`src/rtl/div_unit.sv`:
```
// Multi-cycle radix-2 restoring divider for MIPS DIV/DIVU.
// Returns {remainder, quotient}; stalls EX through busy_o while iterating.
module div_unit #(
    parameter int WIDTH = 32
) (
    input  logic               clk,
    input  logic               rst_,
    input  logic               start_i,
    input  logic               signed_i,
    input  logic [WIDTH-1:0]   opdata1_i,
    input  logic [WIDTH-1:0]   opdata2_i,
    input  logic               annul_i,
    output logic [2*WIDTH-1:0] result_o,
    output logic               ready_o,
    output logic               busy_o,
    output logic [1:0]         state_o
);

    // Handshake: start_i is held high until ready_o is seen, then dropped;
    // END releases to IDLE only on start_i=0, and a new start needs IDLE.
    localparam logic [1:0] S_IDLE   = 2'd0;
    localparam logic [1:0] S_BYZERO = 2'd1;
    localparam logic [1:0] S_ON     = 2'd2;
    localparam logic [1:0] S_END    = 2'd3;

    localparam int CW = $clog2(WIDTH + 1);
    localparam logic [CW-1:0] LAST = CW'(WIDTH);

    logic [1:0]         r_state;
    logic [CW-1:0]      r_cnt;
    logic [WIDTH-1:0]   r_rem;
    logic [WIDTH-1:0]   r_dq;
    logic [WIDTH-1:0]   r_divisor;
    logic               r_signed;
    logic               r_neg1;
    logic               r_neg2;
    logic [2*WIDTH-1:0] r_result;
    logic               r_ready;

    logic [WIDTH:0]     w_trial;
    logic [WIDTH:0]     w_diff;
    logic               w_ge;
    logic [WIDTH-1:0]   w_rem_next;
    logic [WIDTH-1:0]   w_quot_fix;
    logic [WIDTH-1:0]   w_rem_fix;
    logic [WIDTH-1:0]   w_abs1;
    logic [WIDTH-1:0]   w_abs2;
    logic               w_abort;

    // r_dq starts as the dividend and fills with quotient bits from the LSB.
    assign w_trial    = {r_rem, r_dq[WIDTH-1]};
    assign w_diff     = w_trial - {1'b0, r_divisor};
    assign w_ge       = (w_trial >= {1'b0, r_divisor});
    assign w_rem_next = w_ge ? w_diff[WIDTH-1:0] : w_trial[WIDTH-1:0];

    assign w_quot_fix = (r_signed && (r_neg1 ^ r_neg2)) ? -r_dq : r_dq;
    assign w_rem_fix  = (r_signed && r_neg1) ? -r_rem : r_rem;

    assign w_abs1 = (signed_i && opdata1_i[WIDTH-1]) ? -opdata1_i : opdata1_i;
    assign w_abs2 = (signed_i && opdata2_i[WIDTH-1]) ? -opdata2_i : opdata2_i;

    assign w_abort = annul_i || !start_i;

    always_ff @(posedge clk) begin
        if (!rst_) begin
            r_state  <= S_IDLE;
            r_cnt    <= '0;
            r_result <= '0;
            r_ready  <= 1'b0;
        end else begin
            case (r_state)
                S_IDLE: begin
                    r_result <= '0;
                    r_ready  <= 1'b0;
                    if (start_i && !annul_i) begin
                        r_dq      <= w_abs1;
                        r_divisor <= w_abs2;
                        r_signed  <= signed_i;
                        r_neg1    <= opdata1_i[WIDTH-1];
                        r_neg2    <= opdata2_i[WIDTH-1];
                        r_cnt     <= '0;
                        r_rem     <= '0;
                        r_state   <= (opdata2_i == '0) ? S_BYZERO : S_ON;
                    end
                end
                S_BYZERO: begin
                    if (w_abort) begin
                        r_state <= S_IDLE;
                    end else begin
                        r_state  <= S_END;
                        r_result <= '0;
                        r_ready  <= 1'b1;
                    end
                end
                S_ON: begin
                    if (w_abort) begin
                        r_state  <= S_IDLE;
                        r_result <= '0;
                        r_ready  <= 1'b0;
                    end else if (r_cnt == LAST) begin
                        r_state  <= S_END;
                        r_result <= {w_rem_fix, w_quot_fix};
                        r_ready  <= 1'b1;
                    end else begin
                        r_rem <= w_rem_next;
                        r_dq  <= {r_dq[WIDTH-2:0], w_ge};
                        r_cnt <= r_cnt + CW'(1);
                    end
                end
                S_END: begin
                    // annul_i is deliberately ignored here.
                    if (!start_i) begin
                        r_state  <= S_IDLE;
                        r_result <= '0;
                        r_ready  <= 1'b0;
                    end
                end
                default: r_state <= S_IDLE;
            endcase
        end
    end

    assign result_o = r_result;
    assign ready_o  = r_ready;
    assign busy_o   = (r_state == S_BYZERO) || (r_state == S_ON);
    assign state_o  = r_state;

endmodule
```
`config.mk`:
```
export PLATFORM = sky130hd
export DESIGN_NAME = div_unit
export DESIGN_NICKNAME = d
export VERILOG_FILES = /design/src/rtl/div_unit.sv
export SDC_FILE = /design/constraint.sdc
export NUM_CORES = 1
export LEC_CHECK = 0
export ABC_AREA = 0
export CORE_UTILIZATION = 50
export CTS_BUF_LIST = sky130_fd_sc_hd__clkbuf_8
export DETAILED_ROUTE_END_ITERATION = 7
export GPL_TIMING_DRIVEN = 0
export HOLD_SLACK_MARGIN = 0.1
export PLACE_DENSITY_LB_ADDON = 0.1
export SYNTH_ARGS = -nofsm -noshare
export SYNTH_HDL_FRONTEND = slang
export SYNTH_SLANG_ARGS = --single-unit
```
`constraint.sdc`:
```
create_clock -name clk -period 4.1 [get_ports clk]
set_clock_uncertainty 0.1 [all_clocks]
set_input_delay 0.41 -clock clk [delete_from_list [all_inputs] [get_ports clk]]
set_output_delay 0.41 -clock clk [all_outputs]
set_load 0.02 [all_outputs]
```
==> out/results.ini, run 1 <==
[run_status]
status = completed

[layout]
num_antenna_cells = 0
area.sequential_sq_um = 4434
drive_gt1_share_pct = 4.226
multi_input_area_sq_um = 6108
num-fill-cells = 1886
flow.area_growth_from_synthesis_pct = 19.27
finish.net_count = 1495

[placement]
place_congestion = 0.8917
place_hpwl_um = 22150
io_buffers = 136

[sta]
grt_setup_unrepaired = false
fmax_mhz = 266.4
post-route-period-util_pct = 91.55
fin_setup_tns_ns = 0
final-hold-violation-count = 0
timing.final.crit_period_ns = 3.754
setup_viol = 0
max_slew.worst_pin.slew_ns = 1.064
max_slew_margin_pct = 28.44
final-max-slew-violation-count = 0

[routing]
viasPerCell = 5.728
drt_iter0_drc = 910
post_drt_wl_per_cell_um = 17.05
drtPass1Iterations = 5
post-route-drc-count = 0
finalWirelength_um = 28490
via_total_after_detailed_routing = 9572
ant_nets = 0

[yosys]
synth_nets = 1340
synth_common_cells = 111 x o21ai_0, 109 x nand2_1, 99 x edfxtp_1
postSynth.asyncResetShare_pct = 0
post-synth-top-area-fraction_pct = 27.11
synth-edff-count = 99
post-synth-top-count-cell = o21ai_0
postSynth.topFlopCell = edfxtp_1
synth.distinct_cells = 71
synth.yosys.seq_area_share_pct = 40.43
avgSynthCellArea_sq_um = 8.931
post_synth_inst_count = 1228
synth_area_sq_um = 10970
synth_area_leaders = edfxtp_1 27%, dfxtp_1 13%, xnor2_1 6.5%
synth_seq_cells = 172
synth_area_leader_cell = edfxtp_1
synth.yosys.warnings = 0

[setup_path]
crit_required_ns = 4.18
endpoint_kind = register
criticalPathCategory = register to register
timing.critical_path.fanout_max = 10
crit_slowest_cell = edfxtp_1
critical_path.max_stage_delay_ns = 0.55
start_kind = register
cp_data_arrival_time_ns = 3.83
cp_cell_sequence = ha_1 > clkbuf_1 > nand3_1 > o22ai_1 > o41ai_2 > nand2_1 > or4_1 > and2_1 > buf_2 > o21ai_1 > o21ai_0

[clock_network]
clkSlewWorstSetupHoldPaths_ns = 0.10
max-clock-path-buffers = 2
total_number_of_h_tree_levels = 4
cts-resized-gates = 0
cts_buffers = 17
post-cts-setup-buffer-count = 0
worst_skew_pair.late_latency_ns = 0.47
cts.sinks = 172
cts_root_buf = clkbuf_8
holdBufCountCts = 0
cts_tree = yes

[grt]
globalRouteOverflowTotal = 0
first_global_vias = 8757
grt_pass1_wl_um = 45280
gr-usage-all-layers_pct = 25.94
initial_antenna_violation_count = 0
pin_count_of_the_biggest_net_entering_global_routing = 65

[die]
die_x_um = 150.1
initial_core_util_pct = 51.52
dieArea_sq_um = 22530
io_pins = 137
die_h_um = 150.1
placeableCoreArea_sq_um = 21290
placementRows = 53

[power_and_ir_drop]
ir_drop_mv = 0.1490
power_density_nw_per_um2 = 293.9
p_leak_nw = 4.566
total_power_w = 0.003845

[job]
maxCapViolCount = 0

[worst_hold_path]
min-delay-path-class = register to register

[state kept, by name, indices dropped and copies added, names as in the netlist]
signal and flops:
r_signed 1, r_cnt 6, ready_o 1, state_o 2, r_divisor 32, r_dq 32
result_o 64, r_rem 32, r_neg2 1, r_neg1 1
[power breakdown]
part	total, W	internal, W	switching (W)
clock network	0.00125	0.000572	0.000682
logic	0.000650	0.000279	0.000370
registers	0.00194	0.00189	0.0000505
total	0.00384	0.00274	0.00110
[cell usage in the layout (no fill, tap or decap), types with 4 or more instances in the layout]
master	Yosys	routed
a31oi_1	10	10
a211oi_1	9	9
dfxtp_1	73	73
o21ai_0	111	111
o41ai_1	7	7
and3_1	10	9
nand2_1	109	109
o21a_1	4	4
xnor2_1	82	82
a21o_1	16	16
nor3_1	34	34
clkbuf_1	55	55
clkdlybuf4s50_1	0	136
nor2_1	62	62
nor4_1	16	16
nand3_1	39	39
clkbuf_8	0	18
xor2_1	65	65
o31ai_1	17	17
a21oi_1	95	95
nor2b_1	54	54
o22ai_1	6	6
edfxtp_1	99	99
nand4_1	8	8
nor4_2	4	4
or3_1	8	8
and2_1	15	14
ha_1	42	42
nand2b_1	11	11
a22oi_1	41	41
or4_1	9	9
inv_1	52	53
o211ai_1	5	5
[metrics by stage]
| step | setup slack [ns] | area (sq um) | utilization [%] | cells | hold slack [ns] |
|---|---|---|---|---|---|
| 2_1_floorplan | 0.4355 | 10970 | - | 1228 | 0.3585 |
| 3_3_place_gp | -0.8209 | 12670 | 59.53 | 1639 | 0.3388 |
| 3_5_place_dp | 0.3870 | 12680 | 59.55 | 1639 | 0.3435 |
| 4_1_cts | 0.3852 | 13080 | 61.45 | 1671 | 0.3653 |
| 5_1_grt | 0.1231 | 13080 | 61.45 | 1671 | 0.3911 |
| 6_report | 0.3463 | 13080 | 61.45 | 1671 | 0.3581 |
[area by class of cell]
| cell class | count | share of cell area [%] |
|---|---|---|
| buffer | 60 | 1.751 |
| clock buffer | 18 | 1.894 |
| clock inverter | 14 | 1.196 |
| inverter | 53 | 1.521 |
| multi-input combinational | 943 | 46.70 |
| sequential | 172 | 33.90 |
| tap | 275 | 2.631 |
| timing repair buffer | 136 | 10.41 |
[per-layer routing]
metal,vias up,global-route usage (%),wire (um)
met4,0,7.576,400
met2,296,39.42,12370
li1,4769,-,-
met1,4480,38.40,13870
met3,27,3.273,1849
met5,-,0,0
[worst max-delay path: cells and delay by family, from the launching register on]
| family | cells | cell delay (ns) |
|---|---|---|
| adder cells (fa/ha/maj) | 1 | 0.34 |
| AO/OA/AOI/OAI | 4 | 1.19 |
| buffers and inverters | 2 | 0.37 |
| flip-flops | 1 | 0.55 |
| AND/OR/NAND/NOR | 4 | 0.92 |
[cell families (layout without fill, tap and decap cells)]
kind of cell	Yosys count	in the layout	share of synthesized area [%]
buf+inv	113	281	3.902
flops	172	172	40.43
compound gates	355	355	19.99
xor+xnor	147	147	11.74
mux	2	2	0.1826
fa+ha+maj	43	43	4.974
simple gates	396	396	18.78
[path summary, 6_finish.rpt]
kind                              from                         to  slack [ns]  cells after the start
max            r_rem[20]$_SDFFCE_PN0P_          r_dq[0]$_DFFE_PP_        0.35                     11
min          result_o[60]$_SDFFE_PN0P_  result_o[60]$_SDFFE_PN0P_        0.36                      2
max reg2reg    r_rem[20]$_SDFFCE_PN0P_          r_dq[0]$_DFFE_PP_        0.35                     11
min reg2reg  result_o[60]$_SDFFE_PN0P_  result_o[60]$_SDFFE_PN0P_        0.36                      2
Note: power is estimated with default switching activity, not from simulation.
==> run 2: changes to the inputs <==
ABC_AREA = default   (was 0)
PLACE_DENSITY = 0.74   (was default)
PLACE_DENSITY_LB_ADDON = default   (was 0.1)
==> out/results.ini, run 2 (same netlist as run 1, synthesis figures left out) <==
[worst_hold_path]
min-delay-path-class = register to register
min_path_cells = 2

[grt]
first_global_vias = 8846
gr-usage-all-layers_pct = 25.88
grt_pass1_wl_um = 45240
pin_count_of_the_biggest_net_entering_global_routing = 65
globalRouteOverflowTotal = 0
initial_antenna_violation_count = 0

[layout]
mostFrequentLayoutCells = 136 x clkdlybuf4s50_1, 111 x o21ai_0, 109 x nand2_1
stdcell_count = 1671
stdcell_area_sq_um = 13080
drive_gt1_share_pct = 4.298
num_antenna_cells = 0
num-fill-cells = 1903
multi_input_area_sq_um = 6108
flow.area_growth_from_synthesis_pct = 19.24
area.sequential_sq_um = 4434
largest_reg_flops = 64
finish.net_count = 1495
layout_commonest_cell = clkdlybuf4s50_1

[clock_network]
cts.sinks = 172
post-cts-setup-buffer-count = 0
worst_skew_pair.late_latency_ns = 0.47
clkSlewWorstSetupHoldPaths_ns = 0.09
cts_buffers = 17
cts_tree = yes
cts_root_buf = clkbuf_8
max-clock-path-buffers = 2
holdBufCountCts = 0
total_number_of_h_tree_levels = 4
cts-resized-gates = 0

[sta]
timing.final.crit_period_ns = 3.771
max_slew_margin_pct = 29.74
grt_setup_unrepaired = false
fmax_mhz = 265.2
setup_viol = 0
fin_setup_tns_ns = 0
post-route-period-util_pct = 91.98
final-hold-violation-count = 0
max_slew.worst_pin.slew_ns = 1.044
final-max-slew-violation-count = 0

[setup_path]
reg2reg_to = r_rem[28]$_SDFFCE_PN0P_
timing.reg2reg.worst_path_depth = 11
cp_data_arrival_time_ns = 3.86
regToRegStartpoint = r_rem[20]$_SDFFCE_PN0P_
start_kind = register
endpoint_kind = register
worst-r2r-setup-slack_ns = 0.33
crit_required_ns = 4.19
setup.worst_path.end = r_rem[28]$_SDFFCE_PN0P_
source_of_the_critical_timing_path = r_rem[20]$_SDFFCE_PN0P_
timing.critical_path.fanout_max = 10
criticalPathCategory = register to register

[power_and_ir_drop]
total_power_w = 0.003847
p_leak_nw = 4.564
power_density_nw_per_um2 = 294.2
ir_drop_mv = 0.1496

[die]
placementRows = 53
initial_core_util_pct = 51.52
dieArea_sq_um = 22530
die_x_um = 150.1
io_pins = 137
placeableCoreArea_sq_um = 21290
die_h_um = 150.1

[routing]
drtPass1Iterations = 5
via_total_after_detailed_routing = 9721
post-route-drc-count = 0
ant_nets = 0
finalWirelength_um = 28690
viasPerCell = 5.817
post_drt_wl_per_cell_um = 17.17
drt_iter0_drc = 919

[placement]
postPlaceCellArea_sq_um = 12680
place_hpwl_um = 22430
placed_cells_incl_taps = 1639
io_buffers = 136
place_congestion = 0.9031

[job]
maxCapViolCount = 0

[run_status]
status = completed

==> run 2: area by class of cell <==
type,instances,share of cell area (%)
inverters,53,1.521
clock inverters,14,1.167
plain buffers,60,1.751
repair buffers,136,10.41
multi-input cells,943,46.71
clock buffers,18,1.895
well taps,275,2.631
flip-flops and latches,172,33.91
==> run 2: how the worst min path moves through the flow <==
stage | from | endpoint
6_report | result_o[27]$_SDFFE_PN0P_ | result_o[27]$_SDFFE_PN0P_
3_5_place_dp | result_o[27]$_SDFFE_PN0P_ | result_o[27]$_SDFFE_PN0P_
2_1_floorplan | r_cnt[5]$_SDFFE_PN0P_ | r_cnt[5]$_SDFFE_PN0P_
4_1_cts | result_o[27]$_SDFFE_PN0P_ | result_o[27]$_SDFFE_PN0P_
3_3_place_gp | result_o[24]$_SDFFE_PN0P_ | result_o[24]$_SDFFE_PN0P_
5_1_grt | result_o[27]$_SDFFE_PN0P_ | result_o[27]$_SDFFE_PN0P_
==> run 2: per-layer routing <==
metal	vias to the layer above	global-route usage [%]	share of wire, %
met4	0	7.323	1.5
met5	-	0	0
li1	4748	-	-
met2	391	40.56	44
met1	4546	36.97	46
met3	36	3.909	8.2
==> run 2: worst max-delay path: stages, from the launching register on <==
cell	delay, ns
edfxtp_1	0.55
ha_1	0.34
clkbuf_1	0.20
nand3_1	0.20
o22ai_1	0.12
o41ai_2	0.35
nand2_1	0.12
or4_1	0.49
and2_1	0.15
buf_2	0.17
o21ai_1	0.52
o22ai_1	0.18
==> run 2: metrics by stage <==
stage / setup slack, ns / util, % / hold WS (ns)
CTS: 0.3896 / 61.43 / 0.3544
detailed placement: 0.2650 / 59.55 / 0.3414
global route: 0.05749 / 61.43 / 0.3841
finish: 0.3288 / 61.43 / 0.3479
floorplan: 0.4355 / - / 0.3585
global placement: -0.8768 / 59.53 / 0.3398
==> run 2: power breakdown <==
group | switching, W | internal (W)
clock network | 0.000682 | 0.000571
logic | 0.000375 | 0.000279
registers | 0.0000497 | 0.00189
==> run 3: changes to the inputs <==
SLEW_MARGIN = 40   (was default)
==> out/results.ini, run 3 (same netlist as run 1, synthesis figures left out) <==
[clock_network]
worst_skew_pair.late_latency_ns = 0.48
holdBufCountCts = 0
cts_tree = yes
cts-resized-gates = 0
cts_buffers = 17
total_number_of_h_tree_levels = 4
cts_root_buf = clkbuf_8
max-clock-path-buffers = 2
post-cts-setup-buffer-count = 0
clkSlewWorstSetupHoldPaths_ns = 0.09
cts.sinks = 172

[routing]
post_drt_wl_per_cell_um = 17.22
drtPass1Iterations = 5
viasPerCell = 5.819
post-route-drc-count = 0
via_total_after_detailed_routing = 9736
ant_nets = 0
finalWirelength_um = 28800
drt_iter0_drc = 818

[worst_hold_path]
min_path_cells = 2
min-delay-path-class = register to register

[setup_path]
worst_path_most_repeated_cell = o22ai_1
crit_slowest_cell = edfxtp_1
cp_cell_sequence = ha_1 > clkbuf_1 > nand3_1 > o22ai_1 > o41ai_2 > nand2_1 > or4_1 > and2_1 > buf_2 > o21ai_1 > o22ai_1
crit_required_ns = 4.19
timing.critical_path.fanout_max = 10
start_kind = register
endpoint_kind = register
timing.reg2reg.worst_path_depth = 11
criticalPathCategory = register to register
cp_data_arrival_time_ns = 3.86
critical_path.max_stage_delay_ns = 0.56

[die]
die_x_um = 150.1
dieArea_sq_um = 22530
io_pins = 137
placeableCoreArea_sq_um = 21290
initial_core_util_pct = 51.52
die_h_um = 150.1
placementRows = 53

[power_and_ir_drop]
ir_drop_mv = 0.1487
power_density_nw_per_um2 = 294.4
total_power_w = 0.003869
p_leak_nw = 4.588

[layout]
drive_gt1_share_pct = 4.506
largest_reg_flops = 64
num_antenna_cells = 0
layout_commonest_cell = clkdlybuf4s50_1
utilization_pct = 61.74
finish.net_count = 1497
stdcell_area_sq_um = 13140
flow.area_growth_from_synthesis_pct = 19.84
mostFrequentLayoutCells = 136 x clkdlybuf4s50_1, 111 x o21ai_0, 109 x nand2_1

[grt]
initial_antenna_violation_count = 0
gr-usage-all-layers_pct = 25.92
grt_pass1_wl_um = 45150
pin_count_of_the_biggest_net_entering_global_routing = 43
first_global_vias = 8842
globalRouteOverflowTotal = 0

[job]
maxCapViolCount = 0

[placement]
place_hpwl_um = 22670
dp_slack_ns = 0.2457
postPlaceCellArea_sq_um = 12730
io_buffers = 136
place_congestion = 0.9031

[sta]
finalWorstSetupSlack_ns = 0.3345
post-route-period-util_pct = 91.84
final-max-slew-violation-count = 0
max_slew.worst_pin.slew_ns = 0.6873
setup_viol = 0
fmax_mhz = 265.6
final-hold-violation-count = 0
grt_setup_unrepaired = false
max_slew_margin_pct = 54.18
timing.final.crit_period_ns = 3.766

[run_status]
status = completed

## run 3: metrics by stage
stage,hold WS [ns],instances,setup TNS [ns]
after global placement,0.3398,1639,-55.64
after floorplan,0.3585,1228,0
after detailed placement,0.3411,1641,0
final,0.3467,1673,0
after global routing,0.3888,1673,0
after CTS,0.3534,1673,0
## run 3: final timing paths
path / start / slack, ns / endpoint
worst max-delay path: r_rem[20]$_SDFFCE_PN0P_ / 0.33 / r_rem[26]$_SDFFCE_PN0P_
worst min-delay path: result_o[27]$_SDFFE_PN0P_ / 0.35 / result_o[27]$_SDFFE_PN0P_
worst max register to register: r_rem[20]$_SDFFCE_PN0P_ / 0.33 / r_rem[26]$_SDFFCE_PN0P_
worst min register to register: result_o[27]$_SDFFE_PN0P_ / 0.35 / result_o[27]$_SDFFE_PN0P_
## run 3: worst max-delay path, delay by kind of cell (launching register included)
family	cells	cell delay, ns
AOI/OAI and AO/OA	4	1.16
adders and majority gates	1	0.34
and+or+nand+nor	4	0.95
DFF	1	0.56
buffers and inverters	2	0.37
## run 3: routing by layer
metal | global-route usage [%] | vias up | wire (um)
met2 | 40.12 | 352 | 12660
met3 | 3.273 | 37 | 2187
li1 | - | 4770 | -
met4 | 8.081 | 0 | 568
met1 | 37.57 | 4577 | 13390
met5 | 0 | - | 0
## run 3: area by class of cell
| type | instances | area [sq um] |
|---|---|---|
| Sequential cell | 172 | 4434 |
| Clock buffer | 19 | 261.5 |
| Inverter | 53 | 198.9 |
| Tap cell | 275 | 344.1 |
| Fill cell | 1889 | 8144 |
| Timing Repair Buffer | 138 | 1409 |
| Multi-Input combinational cell | 943 | 6115 |
| Buffer | 60 | 229.0 |
| Clock inverter | 13 | 151.4 |
## run 3: report_power, final
part / switching (W) / total (W) / internal, W
clock: 0.000681 / 0.00127 / 0.000591
combinational: 0.000375 / 0.000659 / 0.000284
sequential: 0.0000495 / 0.00194 / 0.00189
